<file path="src/rtl/biu_constants_pkg.sv">
// Bus interface size and protection encodings
// shared by the core, caches and BIU.
package biu_constants_pkg;

  typedef enum logic [2:0] {
    BYTE   = 3'b000,
    HWORD  = 3'b001,
    WORD   = 3'b010,
    DWORD  = 3'b011,
    QWORD  = 3'b100,
    OWORD  = 3'b101,
    HOWORD = 3'b110,
    KWORD  = 3'b111
  } biu_size_t;

  typedef logic [2:0] biu_prot_t;

  localparam biu_prot_t PROT_DATA        = 3'b000;
  localparam biu_prot_t PROT_INSTRUCTION = 3'b001;
  localparam biu_prot_t PROT_PRIVILEGED  = 3'b010;
  localparam biu_prot_t PROT_SECURE      = 3'b100;

endpackage

</file>
<file path="src/rtl/riscv_cache_pkg.sv">
// Cache geometry helpers and byte-enable generation
// shared by the cache pipeline stages.
package riscv_cache_pkg;
  import biu_constants_pkg::*;

  function automatic int no_of_sets(input int size, input int block_size, input int ways);
    return size * 1024 * 8 / block_size / ways;
  endfunction

  function automatic int no_of_block_offset_bits(input int block_size);
    return $clog2(block_size / 8);
  endfunction

  function automatic int no_of_index_bits(input int sets);
    return $clog2(sets);
  endfunction

  function automatic int no_of_tag_bits(input int plen, input int idx_bits, input int blk_bits);
    return plen - idx_bits - blk_bits;
  endfunction

  // Returns {misaligned, be[7:0]}; be is zero when misaligned
  function automatic logic [8:0] be_and_misalign(
    input biu_size_t  size,
    input logic [2:0] adr_lsbs,
    input int         xlen
  );
    logic [2:0] lsb;
    logic [7:0] be;
    logic       mis;
    lsb = (xlen == 64) ? adr_lsbs : {1'b0, adr_lsbs[1:0]};
    be  = 8'h00;
    mis = 1'b0;
    unique case (size)
      BYTE: be = 8'h01 << lsb;
      HWORD: begin
        mis = adr_lsbs[0];
        be  = 8'h03 << lsb;
      end
      WORD: begin
        mis = |adr_lsbs[1:0];
        be  = 8'h0f << lsb;
      end
      DWORD: begin
        mis = (|adr_lsbs) | (xlen != 64);
        be  = 8'hff;
      end
      default: mis = 1'b1;
    endcase
    if (mis) be = 8'h00;
    return {mis, be};
  endfunction

endpackage

</file>
<file path="src/rtl/riscv_cache_tag_fifo.sv">
// Generic DEPTH x WIDTH queue with flush and a
// per-entry bit-clear mask applied to stored and incoming data.
module riscv_cache_tag_fifo #(
  parameter int DEPTH = 2,
  parameter int WIDTH = 8
) (
  input  logic             rst_n,
  input  logic             clk,
  input  logic             flush,
  input  logic             push,
  input  logic             pop,
  input  logic             clr,
  input  logic [WIDTH-1:0] clr_mask,
  input  logic [WIDTH-1:0] din,
  output logic [WIDTH-1:0] dout,
  output logic             full,
  output logic             empty
);

  localparam int CW = $clog2(DEPTH + 1);

  logic [WIDTH-1:0] mem [DEPTH];
  logic [CW-1:0]    cnt;
  logic [DEPTH-1:0] wsel;
  logic [WIDTH-1:0] keep;
  logic             do_push;
  logic             do_pop;

  assign full    = cnt == CW'(DEPTH);
  assign empty   = cnt == '0;
  assign do_pop  = pop & ~empty & ~flush;
  assign do_push = push & (~full | do_pop) & ~flush;
  assign keep    = clr ? ~clr_mask : '1;

  generate
    if (DEPTH == 1) begin : g_one
      assign wsel = do_push;
      assign dout = mem[0];
    end else begin : g_ptr
      localparam int PW = $clog2(DEPTH);
      logic [PW-1:0] wr;
      logic [PW-1:0] rd;

      always_ff @(posedge clk or negedge rst_n) begin
        if (!rst_n) begin
          wr <= '0;
          rd <= '0;
        end else if (flush) begin
          wr <= '0;
          rd <= '0;
        end else begin
          if (do_push) wr <= (wr == PW'(DEPTH - 1)) ? '0 : wr + 1'b1;
          if (do_pop)  rd <= (rd == PW'(DEPTH - 1)) ? '0 : rd + 1'b1;
        end
      end

      for (genvar i = 0; i < DEPTH; i++) begin : g_sel
        assign wsel[i] = do_push & (wr == PW'(i));
      end

      assign dout = mem[rd];
    end
  endgenerate

  always_ff @(posedge clk or negedge rst_n) begin
    if (!rst_n) begin
      for (int i = 0; i < DEPTH; i++) mem[i] <= '0;
    end else begin
      for (int i = 0; i < DEPTH; i++) begin
        if (wsel[i])  mem[i] <= din & keep;
        else if (clr) mem[i] <= mem[i] & keep;
      end
    end
  end

  always_ff @(posedge clk or negedge rst_n) begin
    if (!rst_n) begin
      cnt <= '0;
    end else if (flush) begin
      cnt <= '0;
    end else begin
      unique case ({do_push, do_pop})
        2'b10:   cnt <= cnt + 1'b1;
        2'b01:   cnt <= cnt - 1'b1;
        default: cnt <= cnt;
      endcase
    end
  end

endmodule

</file>
<file path="src/rtl/riscv_cache_tag_queue.sv">
// Elastic tag stage: queues core/maintenance commands with
// byte enables between cache lookup and the hit/memory stage.
module riscv_cache_tag_queue
  import biu_constants_pkg::*;
  import riscv_cache_pkg::*;
#(
  parameter int XLEN       = 32,
  parameter int PLEN       = XLEN,
  parameter int SIZE       = 64,
  parameter int BLOCK_SIZE = XLEN,
  parameter int WAYS       = 2,
  parameter int DEPTH      = 2,
  localparam int SETS          = no_of_sets(SIZE, BLOCK_SIZE, WAYS),
  localparam int BLK_OFFS_BITS = no_of_block_offset_bits(BLOCK_SIZE),
  localparam int IDX_BITS      = no_of_index_bits(SETS),
  localparam int TAG_BITS      = no_of_tag_bits(PLEN, IDX_BITS, BLK_OFFS_BITS)
) (
  input  logic                rst_ni,
  input  logic                clk_i,
  input  logic                flush_i,
  input  logic                req_i,
  input  logic                invalidate_i,
  input  logic                clean_i,
  output logic                ready_o,
  input  logic [PLEN-1:0]     phys_adr_i,
  input  biu_size_t           size_i,
  input  logic                lock_i,
  input  biu_prot_t           prot_i,
  input  logic                we_i,
  input  logic [XLEN-1:0]     d_i,
  input  logic                pagefault_i,
  input  logic                invalidate_all_blocks_i,
  output logic [TAG_BITS-1:0] core_tag_o,
  output logic                valid_o,
  input  logic                ready_i,
  output logic                req_o,
  output logic                wreq_o,
  output logic                invalidate_o,
  output logic                clean_o,
  output logic [PLEN-1:0]     adr_o,
  output biu_size_t           size_o,
  output logic                lock_o,
  output biu_prot_t           prot_o,
  output logic                we_o,
  output logic                pagefault_o,
  output logic [XLEN/8-1:0]   be_o,
  output logic [XLEN-1:0]     q_o,
  output logic                misaligned_o
);

  typedef struct packed {
    logic              req;
    logic              we;
    logic              inv;
    logic              clean;
    logic [PLEN-1:0]   adr;
    biu_size_t         size;
    logic              lock;
    biu_prot_t         prot;
    logic [XLEN/8-1:0] be;
    logic [XLEN-1:0]   d;
    logic              pagefault;
    logic              misaligned;
  } entry_t;

  localparam int EW = $bits(entry_t);

  entry_t     din;
  entry_t     head;
  entry_t     inv_mask;
  logic [8:0] bm;
  logic       cmd;
  logic       push;
  logic       pop;
  logic       full;
  logic       empty;

  assign core_tag_o = phys_adr_i[PLEN-1 -: TAG_BITS];

  assign cmd     = req_i | invalidate_i | clean_i;
  assign ready_o = ~full | ready_i;
  assign push    = cmd & ready_o & ~flush_i;
  assign valid_o = ~empty;
  assign pop     = valid_o & ready_i;

  assign bm = be_and_misalign(size_i, phys_adr_i[2:0], XLEN);

  generate
    if (XLEN < 64) begin : g_narrow
      logic unused_be;
      assign unused_be = ^bm[7:XLEN/8];
    end
  endgenerate

  always_comb begin
    din            = '0;
    din.req        = req_i;
    din.we         = we_i;
    din.inv        = invalidate_i;
    din.clean      = clean_i;
    din.adr        = phys_adr_i;
    din.size       = size_i;
    din.lock       = lock_i;
    din.prot       = prot_i;
    din.be         = bm[XLEN/8-1:0];
    din.d          = d_i;
    din.pagefault  = pagefault_i;
    din.misaligned = bm[8];
  end

  // Only the inv bit is cancelled by invalidate_all_blocks
  always_comb begin
    inv_mask     = '0;
    inv_mask.inv = 1'b1;
  end

  riscv_cache_tag_fifo #(
    .DEPTH (DEPTH),
    .WIDTH (EW)
  ) u_fifo (
    .rst_n    (rst_ni),
    .clk      (clk_i),
    .flush    (flush_i),
    .push     (push),
    .pop      (pop),
    .clr      (invalidate_all_blocks_i),
    .clr_mask (inv_mask),
    .din      (din),
    .dout     (head),
    .full     (full),
    .empty    (empty)
  );

  assign req_o        = valid_o & head.req;
  assign wreq_o       = req_o & head.we;
  assign invalidate_o = valid_o & head.inv;
  assign clean_o      = valid_o & head.clean;
  assign misaligned_o = valid_o & head.misaligned;

  assign adr_o       = head.adr;
  assign size_o      = head.size;
  assign lock_o      = head.lock;
  assign prot_o      = head.prot;
  assign we_o        = head.we;
  assign pagefault_o = head.pagefault;
  assign be_o        = head.be;
  assign q_o         = head.d;

endmodule

</file>
<file path="config.mk">
export PLATFORM = sky130hd
export DESIGN_NAME = riscv_cache_tag_queue
export DESIGN_NICKNAME = d
export VERILOG_FILES = /design/src/rtl/biu_constants_pkg.sv /design/src/rtl/riscv_cache_pkg.sv /design/src/rtl/riscv_cache_tag_fifo.sv /design/src/rtl/riscv_cache_tag_queue.sv
export SDC_FILE = /design/constraint.sdc
export NUM_CORES = 1
export LEC_CHECK = 0
export ABC_AREA = 0
export CAP_MARGIN = 20
export CORE_MARGIN = 3
export CORE_UTILIZATION = 45
export CTS_CLUSTER_DIAMETER = 150
export CTS_CLUSTER_SIZE = 28
export DETAILED_ROUTE_END_ITERATION = 10
export PLACE_DENSITY = 0.86
export SETUP_SLACK_MARGIN = 0.3
export SYNTH_ARGS = -nofsm -noshare
export SYNTH_HDL_FRONTEND = slang
export SYNTH_SLANG_ARGS = --single-unit
</file>
<file path="constraint.sdc">
create_clock -name clk_i -period 1.75 [get_ports clk_i]
set_input_delay 0.2625 -clock clk_i [delete_from_list [all_inputs] [get_ports clk_i]]
set_output_delay 0.2625 -clock clk_i [all_outputs]
set_load 0.01 [all_outputs]
</file>
---- After elaboration in Yosys (flattened, before gate mapping) ----
Cells that the tools add are included.
word-level totals
  bits of input ports ..................... 81
  output and inout port bits .............. 101
  register bits after elaboration ......... 166
cells by class
  equality and inequality tests ........... 6
  shift-type cells ........................ 3
  bitwise gates (word level) .............. 26
  $add $sub $neg .......................... 4
  $lt $le $gt $ge ......................... 1
  multiplexer cells ....................... 19
  reduce and logical (&&, ||, !) cells .... 8
operators by type and width
  kind                                                       count
  2-to-1 mux 81 bit                                          7
  bitwise AND 81 bit                                         3
  2-to-1 mux 79 bit                                          1
  one-hot mux 4 bit (4 select lines)                         1
  bitwise AND 1 bit                                          14
  nonzero test 2 bit                                         4
  == test 3 x 2 -> 1 bit (second input constant)             2
  2-to-1 mux 1 bit                                           6
  == test 2 bit (second input constant)                      2
  2-to-1 mux 4 bit                                           1
  inverter 1 bit                                             4
  bitwise OR 1 bit                                           4
  one-hot mux 2 bit (2 select lines)                         1
  << shifter 1 x 2 -> 4 bit (first input constant)           1
  << shifter 2 x 2 -> 4 bit (first input constant)           1
  << shifter 4 x 2 -> 4 bit (first input constant)           1
  == test 3 x 1 -> 1 bit (second input constant)             1
  logical NOT 3 bit                                          1
  one-hot mux 1 bit (3 select lines)                         1
  nonzero test 3 bit                                         1
  adder 1 bit (second input constant)                        2
  adder 2 x 1 -> 2 bit (second input constant)               1
  == test 2 x 1 -> 1 bit (second input constant)             1
  greater-or-equal comparator 2 bit (second input constant)  1
  5 further kinds                                            5

---- Logic depth before layout (Yosys ltp) ----
Gate-level depths: netlist of the first run.
  depth in word-level cells ............... 11
  depth in mapped cells ................... 8

---- Cells and area by module ----
A second synthesis of the first run with hierarchy kept.
second synthesis, totals
  cell total of the unflattened synthesis .. 840
  area total of the unflattened synthesis .. 8,680.8 um^2
modules (own cells, without submodules)
  module                 instances  sequential area each (um^2)  area an instance (um^2)  cells each
  riscv_cache_tag_fifo   1          4,154.0                      8,359.3                  792
  riscv_cache_tag_queue  1          0.0                          321.6                    48

---- Least setup slack after synthesis of the first run ----
No wires, ideal clock.
  kind .................................... register to register
  start ................................... reg u_fifo.cnt[1]
  end ..................................... reg u_fifo.mem[10] (netlist name)
  required time ........................... 1.625 ns
  cell stages (with the launch flop) ...... 6
  buffers on the path ..................... 2
  slack ................................... 0.081 ns
  clock period less this slack ............ 1.669 ns
  library setup time ...................... 0.125 ns
  data arrival time ....................... 1.544 ns
  path through ............................ dfrtp_1 -> nor3b_2 -> nor4b_1 -> buf_2 -> buf_4 -> mux2_2
between the ends
  word-level cells in the longest chain between the ends .. 10
ends and longest elaborated chain
  what                                                     line                                                     source
  start, declared                                          riscv_cache_tag_fifo.sv:23                               logic [CW-1:0] cnt;
  start signal, assigned                                   riscv_cache_tag_fifo.sv:83                               2'b10: cnt <= cnt + 1'b1;
  start signal, assigned                                   riscv_cache_tag_fifo.sv:84                               2'b01: cnt <= cnt - 1'b1;
  start signal, assigned                                   riscv_cache_tag_fifo.sv:85                               default: cnt <= cnt;
  logical NOT 2 bit                                        riscv_cache_tag_fifo.sv:30                               assign empty = cnt == '0;
  inverter 1 bit                                           riscv_cache_tag_fifo.sv:31, riscv_cache_tag_queue.sv:83
  bitwise AND 1 bit                                        riscv_cache_tag_queue.sv:84                              assign pop = valid_o & ready_i;
  bitwise AND 1 bit (2 in a row)                           riscv_cache_tag_fifo.sv:31                               assign do_pop = pop & ~empty & ~flush;
  bitwise OR 1 bit                                         riscv_cache_tag_fifo.sv:32                               assign do_push = push & (~full | do_pop) & ~flush;
  bitwise AND 1 bit * (2 in a row)                         riscv_cache_tag_fifo.sv:32
  bitwise AND 1 bit *                                      riscv_cache_tag_fifo.sv:58                               assign wsel[i] = do_push & (wr == PW'(i));
  2-to-1 mux 81 bit or nonzero test 2 bit (tied branches)  n/a
  end signal, assigned by index                            riscv_cache_tag_fifo.sv:70                               if (wsel[i]) mem[i] <= din & keep;
  end signal, assigned by index                            riscv_cache_tag_fifo.sv:71                               else if (clr) mem[i] <= mem[i] & keep;
  end, declared                                            riscv_cache_tag_fifo.sv:22                               logic [WIDTH-1:0] mem [DEPTH];
Every way passes the cells marked *; elsewhere a longest branch is shown, timed or not.
A chain may end at the register's enable or synchronous reset.

---- Worst setup path in the final report of the first run ----
  start ................................... reg u_fifo.g_ptr.rd
  end ..................................... out wreq_o
between the ends
  word-level cells in the longest chain between the ends .. 6
ends and longest elaborated chain
  what                                                    line                          source
  start, declared                                         riscv_cache_tag_fifo.sv:42    logic [PW-1:0] rd;
  start signal, assigned                                  riscv_cache_tag_fifo.sv:53    if (do_pop) rd <= (rd == PW'(DEPTH - 1)) ? '0 : rd + 1'b1;
  inverter 1 -> 2 bit (not written as such) *             riscv_cache_tag_fifo.sv:61    assign dout = mem[rd];
  2-to-1 mux 81 bit (not written as such) * (3 in a row)  riscv_cache_tag_fifo.sv:61
  bitwise AND 1 bit                                       riscv_cache_tag_queue.sv:134  assign req_o = valid_o & head.req;
  bitwise AND 1 bit *                                     riscv_cache_tag_queue.sv:135  assign wreq_o = req_o & head.we;
  end, declared                                           riscv_cache_tag_queue.sv:37   output logic wreq_o,
Every way passes the cells marked *; elsewhere a longest branch is shown, timed or not. The select of a mux whose other input is x is not followed.

==> impl_results.rst, run 1 <==
.. list-table::
   :header-rows: 1

   * - Metric
     - Value
   * - Result of the run
     - complete, but fails checks
   * - Failing checks
     - setup timing
   * - Type of destination of the critical path
     - output pin
   * - Met3 Track Usage GR
     - 5.832%
   * - Worst slack at placement
     - -395.5 ps
   * - Period utilization
     - 121.1%
   * - Unique cell type count in the Yosys netlist
     - 29
   * - Count of flip-flops with a built-in enable after synthesis
     - 0
   * - Total vias in the final route
     - 6212
   * - Required arrival time at the worst endpoint
     - 1490 ps
   * - Area inside the core boundary
     - 16120 µm²
   * - Crit Path Max Fanout
     - 5
   * - Total Die Area
     - 18300 µm²
   * - Largest net degree at the start of global routing
     - 55
   * - Max Cap Violations
     - 0
   * - Vias per cell
     - 5.402
   * - Measured slew at the worst slew-check pin
     - 562.9 ps
   * - Final routed DRC violation total
     - 0
   * - Normalized max-slew margin
     - 62.47%
   * - Ratio of cells with drive above 1 in the final layout
     - 55.25%
   * - Final hold viol count
     - 0
   * - Non-Filler Instances
     - 1150
   * - Drt pass-1 iters
     - 5
   * - Most instantiated library cell after synthesis
     - sky130_fd_sc_hd__nand2_1
   * - Clock latency on the worst-skew pair
     - 430 ps
   * - Leakage
     - 6.086 nW
   * - Compound-Gate Fraction of Synth Area
     - 1.447%
   * - Dominant synthesized flop cell
     - sky130_fd_sc_hd__dfrtp_1
   * - Adder-cell area share of the yosys netlist
     - 0%
   * - Upper clock frequency limit
     - 471.7 MHz
   * - Placed inst area
     - 9733 µm²
   * - Power per cell area
     - 1215 nW/µm²
   * - Number of placed I/O pins
     - 182
   * - Peak supply drop
     - 0.8309 mV
   * - Met1 GRT Util
     - 30.96%
   * - Total Power
     - 15.34 mW
   * - Syn Area/Cell
     - 11.11 µm²
   * - Fraction of post-synthesis cell area in the top cell type by area
     - 55.23%
   * - Setup WS post-layout
     - -369.9 ps
   * - Final design instance area without fill
     - 12630 µm²
   * - FF+latch count, synth
     - 166
   * - Total clock sinks
     - 166
   * - Number of I/O port buffers
     - 181
   * - Number of placed cells counting well taps
     - 1055
   * - Path category of the worst min-delay check
     - primary input to flip-flop
   * - Global-route wire length before repair
     - 34850 µm
   * - Worst Path Arrival
     - 1860 ps
   * - Fin crit period
     - 2120 ps
   * - Routed WL per cell
     - 22.02 µm
   * - Share of the yosys chip area belonging to registers
     - 55.23%
   * - Post-synth ARST share
     - 100.0%
   * - Post-Syn Instances
     - 677
   * - CTS clk-pin slew, worst paths
     - 70 ps
   * - Setup slack of the most critical reg-to-reg path
     - -220 ps
   * - Via count of the first global-routing pass
     - 6435
   * - Cell type contributing the most total cell area after synthesis
     - sky130_fd_sc_hd__dfrtp_1
   * - CP Class
     - flip-flop to output pin
   * - Die Y-Extent
     - 135.3 µm
   * - Initial antenna violation count
     - 0
   * - Number of buffers added by the clock tree synthesis step
     - 17
   * - Number of buffers between clock root and the deepest sink
     - 2
   * - GRT busiest layer
     - met2
   * - Yosys synthesis warning count
     - 0
   * - Synthesized net count
     - 758
   * - Leading post-synthesis cells by instance count
     - sky130_fd_sc_hd__nand2_1, sky130_fd_sc_hd__dfrtp_1, sky130_fd_sc_hd__mux2_2
   * - Simple-Gate Fraction of Synth Area
     - 14.66%
   * - Estimated wirelength of the detail-placed design
     - 12280 µm
   * - Cell area after technology mapping
     - 7521 µm²
   * - Final net count
     - 1002
   * - Fraction of synthesized cell area in xor and xnor cells
     - 0.2329%
   * - Initial cell density of the core
     - 46.67%
   * - Overflow left after global routing
     - 0
   * - TritonCTS clock tree
     - yes
   * - CTS H-Tree Depth
     - 4
   * - Area added between synthesis and finish
     - 67.88%
   * - CTS root buffer
     - sky130_fd_sc_hd__clkbuf_16
   * - Final count of negative-setup-slack endpoints
     - 242
   * - Starting DRT DRC Count
     - 386
   * - Ant. Diodes
     - 0
   * - Worst setup SP type
     - flip-flop
   * - Width of the die
     - 135.3 µm
   * - Global-route usage over all layers
     - 24.50%
   * - Setup skew after layout
     - 8.661 ps
   * - Setup repair after global routing missed its margin
     - true
   * - Overall routed net length
     - 25320 µm
   * - Core Rows
     - 46
   * - Multiplexer area fraction after synthesis
     - 23.57%
   * - Met2 layer usage reported by global route
     - 41.57%
   * - Post-detailed-route count of antenna-violating nets
     - 0
   * - Placer's final routability congestion estimate
     - 0.7464
   * - Largest family of logic cells by synthesized area
     - multiplexers
   * - Top cells by area in the synthesized netlist
     - sky130_fd_sc_hd__dfrtp_1, sky130_fd_sc_hd__mux2_2, sky130_fd_sc_hd__nand2_1, sky130_fd_sc_hd__buf_4, sky130_fd_sc_hd__o21ai_0
   * - Number of pins exceeding their max-slew limit in the final report
     - 0
## critical path: stages, from the launching register on
cell	delay [ps]
sky130_fd_sc_hd__dfrtp_4	510
sky130_fd_sc_hd__buf_12	150
sky130_fd_sc_hd__buf_12	130
sky130_fd_sc_hd__mux2i_4	190
sky130_fd_sc_hd__nor2_4	120
sky130_fd_sc_hd__buf_6	110
sky130_fd_sc_hd__and2_4	130
sky130_fd_sc_hd__buf_6	90
## placed cells by master, fill, tap and decap left out, drive strengths merged, types with 2 or more instances in the layout
master,netlist,final
inv,2,7
clkbuf,14,28
nand2b,4,4
dfrtp,166,166
mux2,153,153
nor2b,2,2
xor2,2,2
bufinv,0,4
a21oi,5,5
a2111oi,2,2
clkdlybuf4s15,0,8
nor3b,4,4
nand3,2,2
clkdlybuf4s50,0,76
nor4,2,2
dlymetal6s2s,0,20
o21ai,12,12
nor2,13,13
mux2i,5,5
clkinv,0,4
nor3,3,3
nor4bb,2,2
nand2,237,237
buf,43,166
## repair_timing
| action | in CTS | in global routing |
|---|---|---|
| endpoints found under the hold margin | 48 | 0 |
| buffers inserted | 26 | 10 |
| hold buffers | 1 | 0 |
| resized for setup | 486 | 253 |
| gates cloned | 18 | 8 |
| pin swaps | 48 | 111 |
| setup endpoints to repair | 264 | 266 |
## layout make-up
type,instances,area (µm²)
clock inverters,14,195.2
flip-flops and latches,166,4159
repair buffers,282,3585
multi-input cells,452,3970
well taps,216,270.3
clock buffers,18,439.2
inverters,2,7.507
fillers,863,3490
## power breakdown
part / switching, mW / leakage [nW] / internal, mW
logic: 2.23 / 3.76 / 3.44
clock network: 1.64 / 0.312 / 2.45
registers: 0.779 / 2.01 / 4.81
total: 4.65 / 6.09 / 10.7
## kinds of logic (layout without fill, tap and decap cells)
kind of cell           count (synthesis)  in the layout
AND/OR/NAND/NOR                      272            272
flip-flops                           166            166
multiplexers                         158            158
buffers and inverters                 59            316
AO/OA/AOI/OAI                         20             20
XOR/XNOR                               2              2
## metrics by stage
stage,hold slack (ps),util (%),setup TNS (ps)
6_report,203.6,78.35,-37520
2_1_floorplan,-33.09,-,0
5_1_grt,198.9,78.35,-46120
3_3_place_gp,266.6,60.40,-57790
4_1_cts,364.2,71.37,-24610
3_5_place_dp,267.4,60.40,-60260
## per-layer routing
| layer | wire, µm | vias to the layer above | part of all wire (%) |
|---|---|---|---|
| met5 | 0 | - | 0 |
| met3 | 1552 | 63 | 6.1 |
| met2 | 13100 | 243 | 52 |
| li1 | - | 2726 | - |
| met1 | 9859 | 3180 | 39 |
| met4 | 809 | 0 | 3.2 |
## path summary, 6_finish.rpt
path                                 startpoint         endpoint  cells after the start
worst max-delay path            u_fifo.g_ptr.rd           wreq_o                      7
min in group asynchronous                rst_ni  u_fifo.mem[149]                      2
worst max register to register    u_fifo.cnt[1]   u_fifo.mem[95]                      8
max in group asynchronous                rst_ni   u_fifo.mem[13]                      3
worst min-delay path                    clean_i  u_fifo.mem[158]                      3
worst min register to register  u_fifo.mem[104]  u_fifo.mem[104]                      2
## state kept, by name, indices dropped and copies added, names as in the netlist
register         cells
u_fifo.mem         162
u_fifo.g_ptr.rd      1
u_fifo.g_ptr.wr      1
u_fifo.cnt           2
No activity file was read; power rests on OpenSTA's default activity.
==> run 2, diff against run 1 <==
CTS_CLUSTER_SIZE = unset   (was 28)
MAX_ROUTING_LAYER = met4   (was unset)
==> run 2 against run 1 <==
The flow still finishes with violations (setup timing). Sequential cell count did not move. Global-route usage rose by 0.74 points. Clock skew down 1.4 ps. Critical path type unchanged. Highest routed layer unchanged.
==> impl_results.rst, run 2 (synthesis results as in run 1) <==
.. list-table::
   :header-rows: 1

   * - Metric
     - Value
   * - Placer's final routability congestion estimate
     - 0.7559 (+1.3%)
   * - Number of I/O port buffers
     - 181 (unchanged)
   * - Setup skew after layout
     - 7.214 ps (-1.447 ps)
   * - Core utilization of the finished layout
     - 78.22% (-0.12 points)
   * - Peak supply drop
     - 0.8467 mV (+1.9%)
   * - Number of buffers between clock root and the deepest sink
     - 2 (unchanged)
   * - Final count of negative-setup-slack endpoints
     - 243 (+0.41%)
   * - Estimated wirelength of the detail-placed design
     - 12280 µm (unchanged)
   * - Path category of the worst min-delay check
     - primary input to flip-flop
   * - Power per cell area
     - 1215 nW/µm² (about the same)
   * - Via count of the first global-routing pass
     - 6443 (+0.12%)
   * - Biggest registers after layout
     - u_fifo.mem x162, u_fifo.cnt x2
   * - CP Class
     - flip-flop to output pin
   * - Number of pins exceeding their max-slew limit in the final report
     - 0 (unchanged)
   * - Upper clock frequency limit
     - 476.5 MHz (+1.0%)
   * - Final routed DRC violation total
     - 0 (unchanged)
   * - Final hold viol count
     - 0 (unchanged)
   * - CTS H-Tree Depth
     - 4 (unchanged)
   * - Overall routed net length
     - 25540 µm (+0.86%)
   * - Routed WL per cell
     - 22.19 µm (+0.77%)
   * - Starting DRT DRC Count
     - 354 (-8.3%)
   * - Number of placed I/O pins
     - 182 (unchanged)
   * - Setup repair after global routing missed its margin
     - true
   * - Vias per cell
     - 5.447 (+0.83%)
   * - Fin Hold WS
     - 183.8 ps (-19.81 ps)
   * - Area added between synthesis and finish
     - 67.61%
   * - Width of the die
     - 135.3 µm (unchanged)
   * - Final net count
     - 1002 (unchanged)
   * - Initial antenna violation count
     - 1 (+1)
   * - Leakage
     - 6.074 nW (-0.19%)
   * - Worst slack at placement
     - -395.5 ps (unchanged)
   * - Initial cell density of the core
     - 46.67% (unchanged)
   * - Global-route wire length before repair
     - 34780 µm (-0.18%)
   * - Max Cap Violations
     - 0 (unchanged)
   * - Period utilization
     - 119.9% (-1.2 points)
   * - Setup slack of the most critical reg-to-reg path
     - -210 ps (about the same)
   * - Post-detailed-route count of antenna-violating nets
     - 0 (unchanged)
   * - CTS clk-pin slew, worst paths
     - 70 ps (about the same)
   * - Number of buffers added by the clock tree synthesis step
     - 17 (unchanged)
   * - Overflow left after global routing
     - 0 (unchanged)
   * - Setup WS post-layout
     - -348.8 ps (+21.08 ps)
   * - Global-route usage over all layers
     - 25.24% (+0.74 points)
   * - Die Y-Extent
     - 135.3 µm (unchanged)
   * - Type of destination of the critical path
     - output pin
   * - Register with the most flip-flops
     - u_fifo.mem
   * - Clock latency on the worst-skew pair
     - 440 ps (about the same)
   * - Leading cell types in the layout, fill and taps excluded
     - sky130_fd_sc_hd__dfrtp_1, sky130_fd_sc_hd__nand2_1, sky130_fd_sc_hd__mux2_2, sky130_fd_sc_hd__mux2_4, sky130_fd_sc_hd__clkdlybuf4s50_1
   * - Total clock sinks
     - 166 (unchanged)
   * - CTS root buffer
     - sky130_fd_sc_hd__clkbuf_16
   * - Largest net degree at the start of global routing
     - 55 (unchanged)
   * - Worst setup SP type
     - flip-flop
   * - Crit Path Max Fanout
     - 5 (unchanged)
   * - Fin crit period
     - 2099 ps (-21.08 ps)
   * - TritonCTS clock tree
     - yes
   * - Required arrival time at the worst endpoint
     - 1490 ps (about the same)
   * - Failing checks
     - setup timing
   * - Leading cell type in the layout, fill and taps excluded
     - sky130_fd_sc_hd__dfrtp_1
   * - Measured slew at the worst slew-check pin
     - 565.6 ps (+2.636 ps)
   * - Total Die Area
     - 18300 µm² (unchanged)
   * - Drt pass-1 iters
     - 5 (unchanged)
   * - Ratio of cells with drive above 1 in the final layout
     - 55.14% (-0.11 points)
   * - Core Rows
     - 46 (unchanged)
   * - Worst Path Arrival
     - 1840 ps (-20 ps)
   * - Result of the run
     - complete, but fails checks
   * - Total vias in the final route
     - 6269 (+0.92%)
   * - Normalized max-slew margin
     - 62.29% (-0.18 points)
   * - Max reg flops
     - 162 (unchanged)
   * - Area inside the core boundary
     - 16120 µm² (unchanged)
run 2: path summary, 6_finish.rpt:
| check | cells after the start | startpoint | endpoint |
|---|---|---|---|
| max | 7 | u_fifo.g_ptr.rd | wreq_o |
| min | 3 | clean_i | u_fifo.mem[158] |
| max reg2reg | 8 | u_fifo.cnt[1] | u_fifo.mem[89] |
| min reg2reg | 2 | u_fifo.mem[104] | u_fifo.mem[104] |
| max in group asynchronous | 3 | rst_ni | u_fifo.mem[13] |
| min in group asynchronous | 2 | rst_ni | u_fifo.mem[149] |
run 2: layout make-up:
type                    count  area, µm²
diodes                      1      2.502
repair buffers            282       3570
inverters                   2      7.507
multi-input cells         452       3963
fillers                   870       3510
clock inverters            14      195.2
clock buffers              18      439.2
well taps                 216      270.3
flip-flops and latches    166       4159
run 2: worst max-delay path, stage by stage, from the launching register on:
cell	delay [ps]
sky130_fd_sc_hd__dfrtp_4	510
sky130_fd_sc_hd__buf_12	150
sky130_fd_sc_hd__buf_12	130
sky130_fd_sc_hd__mux2i_4	180
sky130_fd_sc_hd__nor2_4	110
sky130_fd_sc_hd__buf_6	100
sky130_fd_sc_hd__and2_4	120
sky130_fd_sc_hd__buf_6	90
run 2: what timing repair did:
item	CTS	global route
hold buffers	1	0
gates cloned	18	7
setup endpoints to repair	264	266
pin swaps	48	111
buffers inserted	26	11
resized for setup	486	249
endpoints found under the hold margin	48	0
run 2: metal layers:
metal	track usage, %	wire length, µm	vias to the layer above
met1	31.37	10060	3215
met4	8.231	839	0
met2	41.57	13200	260
li1	-	-	2727
met5	-	0	-
met3	5.275	1442	67
run 2: report_power, final:
group          internal [mW]  switching [mW]
Combinational           3.42            2.23
Clock                   2.44            1.64
Sequential              4.81           0.778
Total                   10.7            4.65
run 2: through the flow:
| step | setup TNS, ps | power (mW) | area (µm²) | cells |
|---|---|---|---|---|
| floorplan | 0 | 7.357 | 7575 | 677 |
| detailed placement | -60260 | 9.318 | 9733 | 1055 |
| global placement | -57790 | 9.164 | 9733 | 1055 |
| CTS | -24610 | 14.25 | 11500 | 1132 |
| finish | -39360 | 15.32 | 12610 | 1151 |
| global route | -49060 | 15.95 | 12610 | 1151 |
